--- config.mk ---
export PLATFORM = sky130hd
export DESIGN_NAME = sha_msg_sched_flat
export DESIGN_NICKNAME = d
export VERILOG_FILES = /design/src/rtl/sha_msg_sched_pkg.sv /design/src/rtl/sha_msg_sched_if.sv /design/src/rtl/sha_msg_sched_next.sv /design/src/rtl/sha_msg_sched.sv /design/src/flat_wrapper.sv
export SDC_FILE = /design/constraint.sdc
export NUM_CORES = 2
export LEC_CHECK = 0
export CAP_MARGIN = 20
export CORE_MARGIN = 1.5
export CORE_UTILIZATION = 27
export CTS_CLUSTER_DIAMETER = 50
export DETAILED_ROUTE_END_ITERATION = 6
export GPL_ROUTABILITY_DRIVEN = 0
export MAX_ROUTING_LAYER = met4
export SLEW_MARGIN = 15
export SYNTH_ARGS = -nofsm -noshare
export SYNTH_HDL_FRONTEND = slang
export SYNTH_HIERARCHICAL = 1
export SYNTH_SLANG_ARGS = --single-unit
--- constraint.sdc ---
create_clock -name clk -period 9.1 [get_ports clk]
set_input_delay 0.91 -clock clk [delete_from_list [all_inputs] [get_ports clk]]
set_output_delay 0.91 -clock clk [all_outputs]
set_load 0.01 [all_outputs]
--- src/rtl/sha_msg_sched_pkg.sv ---
// sha_sched_pkg: shared encodings, round counts and FSM state type for the message scheduler.
// No ports. Provides MODE_*, ROUNDS_*, LAST_* and state_t.
package sha_sched_pkg;
    localparam logic MODE_SHA1   = 1'b0;
    localparam logic MODE_SHA256 = 1'b1;
    localparam int ROUNDS_SHA1   = 80;
    localparam int ROUNDS_SHA256 = 64;
    localparam int LAST_SHA1     = ROUNDS_SHA1 - 1;
    localparam int LAST_SHA256   = ROUNDS_SHA256 - 1;
    typedef enum logic {IDLE, RUN} state_t;
endpackage

--- src/rtl/sha_msg_sched_if.sv ---
// sha_msg_sched_if: block-in / word-out handshake bundle of the message scheduler.
// blk_valid/blk_ready/blk_data : 512-bit block input, W0 in [511:480]
// w_valid/w_ready/w_data/w_idx/w_last : schedule word output stream
// modport master = scheduler side, modport slave = producer/consumer side.
interface sha_msg_sched_if #(parameter int IDX_W = 7);
    logic             blk_valid;
    logic             blk_ready;
    logic [511:0]     blk_data;
    logic             w_valid;
    logic             w_ready;
    logic [31:0]      w_data;
    logic [IDX_W-1:0] w_idx;
    logic             w_last;
    modport master (
        input  blk_valid, blk_data, w_ready,
        output blk_ready, w_valid, w_data, w_idx, w_last
    );
    modport slave (
        output blk_valid, blk_data, w_ready,
        input  blk_ready, w_valid, w_data, w_idx, w_last
    );
endinterface

--- src/rtl/sha_msg_sched_next.sv ---
// sha_sched_next: combinational next schedule word from the 16-word window.
// w0..w14 : window taps win[0], win[1], win[2], win[8], win[9], win[13], win[14]
// m       : latched mode (0 = SHA-1, 1 = SHA-256)
// wnew    : W[t+16]
module sha_sched_next
    import sha_sched_pkg::*;
#(
    parameter bit SHA2_EN = 1'b1
) (
    input  logic [31:0] w0,
    input  logic [31:0] w1,
    input  logic [31:0] w2,
    input  logic [31:0] w8,
    input  logic [31:0] w9,
    input  logic [31:0] w13,
    input  logic [31:0] w14,
    input  logic        m,
    output logic [31:0] wnew
);
    logic [31:0] x1, sha1_w, s0, s1, sha2_w;
    assign x1     = w13 ^ w8 ^ w2 ^ w0;
    assign sha1_w = {x1[30:0], x1[31]};
    assign s0     = {w1[6:0], w1[31:7]} ^ {w1[17:0], w1[31:18]} ^ (w1 >> 3);
    assign s1     = {w14[16:0], w14[31:17]} ^ {w14[18:0], w14[31:19]} ^ (w14 >> 10);
    assign sha2_w = s1 + w9 + s0 + w0;
    // With SHA2_EN=0 the SHA-256 adder tree is constant-folded away.
    assign wnew   = (SHA2_EN && m == MODE_SHA256) ? sha2_w : sha1_w;
endmodule

--- src/rtl/sha_msg_sched.sv ---
// sha_msg_sched: expands one 512-bit block into the SHA-1 or SHA-256 message schedule.
// clk, reset_n (async, active-low), mode (sampled on acceptance), abort (sync cancel),
// busy (block in progress), bus (master modport: block input and word output stream).
module sha_msg_sched
    import sha_sched_pkg::*;
#(
    parameter bit SHA2_EN = 1'b1,
    parameter int IDX_W   = 7
) (
    input  logic              clk,
    input  logic              reset_n,
    input  logic              mode,
    input  logic              abort,
    output logic              busy,
    sha_msg_sched_if.master   bus
);
    if (IDX_W < 7) begin : g_idx_chk
        $error("IDX_W must be at least 7");
    end

    state_t           state, state_d;
    logic [31:0]      win [16];
    logic [IDX_W-1:0] t, last_t;
    logic             m, load, adv;
    logic [31:0]      wnew;

    assign load   = state == IDLE && bus.blk_valid;
    assign adv    = state == RUN && bus.w_ready;
    assign last_t = (m == MODE_SHA256) ? IDX_W'(LAST_SHA256) : IDX_W'(LAST_SHA1);

    always_ff @(posedge clk or negedge reset_n) begin
        if (!reset_n) state <= IDLE;
        else          state <= state_d;
    end

    always_comb begin
        state_d = state;
        if (state == IDLE)
            state_d = load ? RUN : IDLE;
        else if (abort || (adv && t == last_t))
            state_d = IDLE;
    end

    sha_sched_next #(.SHA2_EN(SHA2_EN)) u_next (
        .w0(win[0]), .w1(win[1]), .w2(win[2]), .w8(win[8]), .w9(win[9]),
        .w13(win[13]), .w14(win[14]), .m(m), .wnew(wnew)
    );

    // Abort takes priority over a same-cycle handshake so that word is discarded.
    always_ff @(posedge clk or negedge reset_n) begin
        if (!reset_n) begin
            for (int i = 0; i < 16; i++) win[i] <= '0;
            t <= '0;
            m <= MODE_SHA1;
        end else if (load) begin
            for (int i = 0; i < 16; i++) win[i] <= bus.blk_data[511-32*i -: 32];
            t <= '0;
            m <= SHA2_EN ? mode : MODE_SHA1;
        end else if (state == RUN && abort) begin
            t <= '0;
        end else if (adv) begin
            for (int i = 0; i < 15; i++) win[i] <= win[i+1];
            win[15] <= wnew;
            t <= (t == last_t) ? '0 : t + 1'b1;
        end
    end

    assign bus.blk_ready = state == IDLE;
    assign bus.w_valid   = state == RUN;
    assign bus.w_data    = win[0];
    assign bus.w_idx     = t;
    assign bus.w_last    = state == RUN && t == last_t;
    assign busy          = state == RUN;
endmodule

--- src/flat_wrapper.sv ---
// flat-port wrapper written by rule: the top's interface ports become plain ports
module sha_msg_sched_flat import sha_sched_pkg::*;
#(
    parameter bit SHA2_EN = 1'b1,
    parameter int IDX_W   = 7
)
  (clk, reset_n, mode, abort, busy, bus_blk_valid, bus_blk_data, bus_w_ready, bus_blk_ready, bus_w_valid, bus_w_data, bus_w_idx, bus_w_last);
  sha_msg_sched_if #(.IDX_W(IDX_W)) bus_i ();
  input  logic clk;
  input  logic reset_n;
  input  logic mode;
  input  logic abort;
  output logic busy;
  input wire logic [$bits(bus_i.blk_valid)-1:0] bus_blk_valid;
  input wire logic [$bits(bus_i.blk_data)-1:0] bus_blk_data;
  input wire logic [$bits(bus_i.w_ready)-1:0] bus_w_ready;
  output wire logic [$bits(bus_i.blk_ready)-1:0] bus_blk_ready;
  output wire logic [$bits(bus_i.w_valid)-1:0] bus_w_valid;
  output wire logic [$bits(bus_i.w_data)-1:0] bus_w_data;
  output wire logic [$bits(bus_i.w_idx)-1:0] bus_w_idx;
  output wire logic [$bits(bus_i.w_last)-1:0] bus_w_last;
  assign bus_i.blk_valid = bus_blk_valid;
  assign bus_i.blk_data = bus_blk_data;
  assign bus_i.w_ready = bus_w_ready;
  assign bus_blk_ready = bus_i.blk_ready;
  assign bus_w_valid = bus_i.w_valid;
  assign bus_w_data = bus_i.w_data;
  assign bus_w_idx = bus_i.w_idx;
  assign bus_w_last = bus_i.w_last;
  sha_msg_sched #(.SHA2_EN(SHA2_EN), .IDX_W(IDX_W)) u_core (.clk(clk), .reset_n(reset_n), .mode(mode), .abort(abort), .busy(busy), .bus(bus_i));
endmodule
==> run metrics <==
yosys warns=6; final setup violation count=0; crit path time final=4.76 ns; CP dominant cell by count=fa_1; final global-route overflow total=0; CTS tree=built; most frequent cells in the layout=nand2_1, clkdlybuf4s50_1, nor2_1, dfrtp_1, a31oi_1; skew final=0.0230 ns; HPWL Detailed=106000 um; commonest non-fill, non-tap cell in the layout=nand2_1; Yosys top cell by area=dfrtp_1; Area contributors post-synth=dfrtp_1, nand2_1, a31oi_1, nor2_1, xnor2_1; CP Launch Point=u_core/win[467]; Detailed Routing Iterations Pass 1=6; Synth top area share=44.5%; Setup CP Type=reg2reg; Final ANT Viol Nets=0; async set-or-reset flop fraction in the synthesized netlist=100%; Setup Buffers After CTS=0; Syn Nets=4191; post-layout net count=4589; Max stage delay cell, worst path=dfrtp_1; Worst EP required=9.67 ns; CTS Buffer Depth=3; # H-tree levels=3; max incr delay on CP=0.51 ns; DRC=0; Slew Limit Fails=0; largest net degree at the start of global routing=255; crit start category=register; Synth Register Bits=521; number of max-cap violations=0; fin crit share=52.3%; r2r startpoint=u_core/win[467]; Finished Layout Cells=5494; TNS Setup=0 ns; die height=332 um; first-pass GRT wire length=189000 um; die area=110000 um2; Fmax=0.210 GHz; Clock transition at path regs=0.05 ns; initial antenna violation count=49; PortBufs=560; EDFF count, synth=0; vias per inst=4.94; Initial Util=27.3%; CTS hold repair buffers=0; Distinct cells, synth=75; crit path cell chain=xor2_1 > xnor2_1 > fa_1 > fa_1 > inv_1 > ha_1 > inv_1 > fa_1 > nor2b_1 > o211ai_2 > a31oi_2 > o22ai_2 > o311ai_4 > a2111oi_0 > a221oi_1 > nand2_1 > a31oi_1; final hold vios=0; headroom to the max-slew limit=26.3%; vias=27143; # fillers=11165; final WL=135000 um; Crit path max-delay family=compound AO/OA/AOI/OAI gates; clock latency on the worst-skew pair=0.67 ns; RSZ-0062 raised after global routing=no; Tightest Pin Transition=1.11 ns; Post-Syn Instances=3579; Hold Slack=0.230 ns; Seq/Total Area, Yosys=44.5%; io pins=561; Worst EP arrival=5.32 ns; WL/cell=24.6 um; Die W=332 um; Main synth FF type=dfrtp_1; Area growth syn-to-layout=32.4%; status=complete, no violations; clock root cell=clkbuf_16; all-layer global routing usage=24.6%; TritonCTS buffer count=88; Post-Synthesis Cell Area=29300 um2; layout cells sized above 1=5.09%; Hold Path Class=in2async; core area=107000 um2; worst-path fanout max=5; Crit path buffers/inverters=2; num rows=120; placed cells=5290; cts repair resizes=0; CTS sink cnt=521; synthesized area per cell=8.18 um2; vias in the first global route=26287; crit path capture type=register; Iter 0 DRT Violations=2618
[final timing paths]
| check | to | slack (ns) | cells past startpoint |
|---|---|---|---|
| max | u_core/win[29] | 4.34 | 17 |
| min | u_core/win[349] | 0.23 | 1 |
| max reg2reg | u_core/win[29] | 4.34 | 17 |
| min reg2reg | u_core/win[179] | 0.52 | 2 |
| max in group asynchronous | u_core/win[245] | 7.39 | 2 |
| min in group clk | u_core/win[179] | 0.52 | 2 |
[final cells by class]
type                       instances  area [um2]  area share [%]
antenna                           40         100           0.258
sequential                       521       13000            33.6
clock buffer                     103        2340            6.03
timing repair buffer             581        5870            15.1
inverter                         130         488            1.26
tap                             1403        1760            4.53
clock inverter                    61         737            1.90
multi-input combinational       2655       14400            37.2
[synthesized netlist by cell type, types with 24 or more instances]
library cell,number
clkbuf_1,144
xnor2_1,148
o21ai_0,24
ha_1,32
nor2_1,546
a31oi_1,512
fa_1,62
xor2_1,85
buf_2,77
nand2_1,1063
dfrtp_1,521
inv_1,130
buf_4,43
a21oi_1,41
[worst register-to-register path: stages, from the launching register on]
cell and delay [ns]:
dfrtp_1 0.51, xor2_1 0.29, xnor2_1 0.19, fa_1 0.47
fa_1 0.43, inv_1 0.07, ha_1 0.18, inv_1 0.07
fa_1 0.46, nor2b_1 0.20, o211ai_2 0.11, a31oi_2 0.30
o22ai_2 0.19, o311ai_4 0.41, a2111oi_0 0.20, a221oi_1 0.31
nand2_1 0.09, a31oi_1 0.19
[state kept, by name, indices dropped and copies added, names as in the netlist]
register	count
u_core/bus.w_valid	1
u_core/bus.w_idx	7
u_core/m	1
u_core/win	480
u_core/bus.w_data	32
[stage by stage]
| stage | utilization, % | setup slack (ns) | cell area (um2) |
|---|---|---|---|
| after floorplan | - | 5.18 | 29300 |
| after global placement | 33.1 | 4.64 | 35600 |
| after detailed placement | 33.1 | 4.48 | 35600 |
| after CTS | 36.0 | 4.46 | 38700 |
| after global routing | 36.1 | 4.11 | 38800 |
| final | 36.1 | 4.34 | 38800 |
[per-layer routing]
metal / vias up / part of all wire, % / global-route usage [%]
li1: 12661 / - / -
met1: 13116 / 40 / 29.0
met2: 1105 / 47 / 38.2
met3: 261 / 7.2 / 5.28
met4: 0 / 6.3 / 15.1
met5: - / 0 / -
[logic make-up (layout without fill, tap and decap cells)]
kind of cell | count (synthesis) | count (layout) | share of synthesized area, %
simple gates | 1666 | 1666 | 22.0
buf+inv | 403 | 875 | 6.23
fa+ha+maj | 94 | 94 | 5.61
flops | 521 | 521 | 44.5
compound gates | 659 | 659 | 14.6
mux | 3 | 3 | 0.107
xor+xnor | 233 | 233 | 6.97
other cells | 0 | 40 | 0
Power is left out: the tool's default activity adds up to more than one toggle a clock period on the data nets, which glitch-free logic cannot reach.
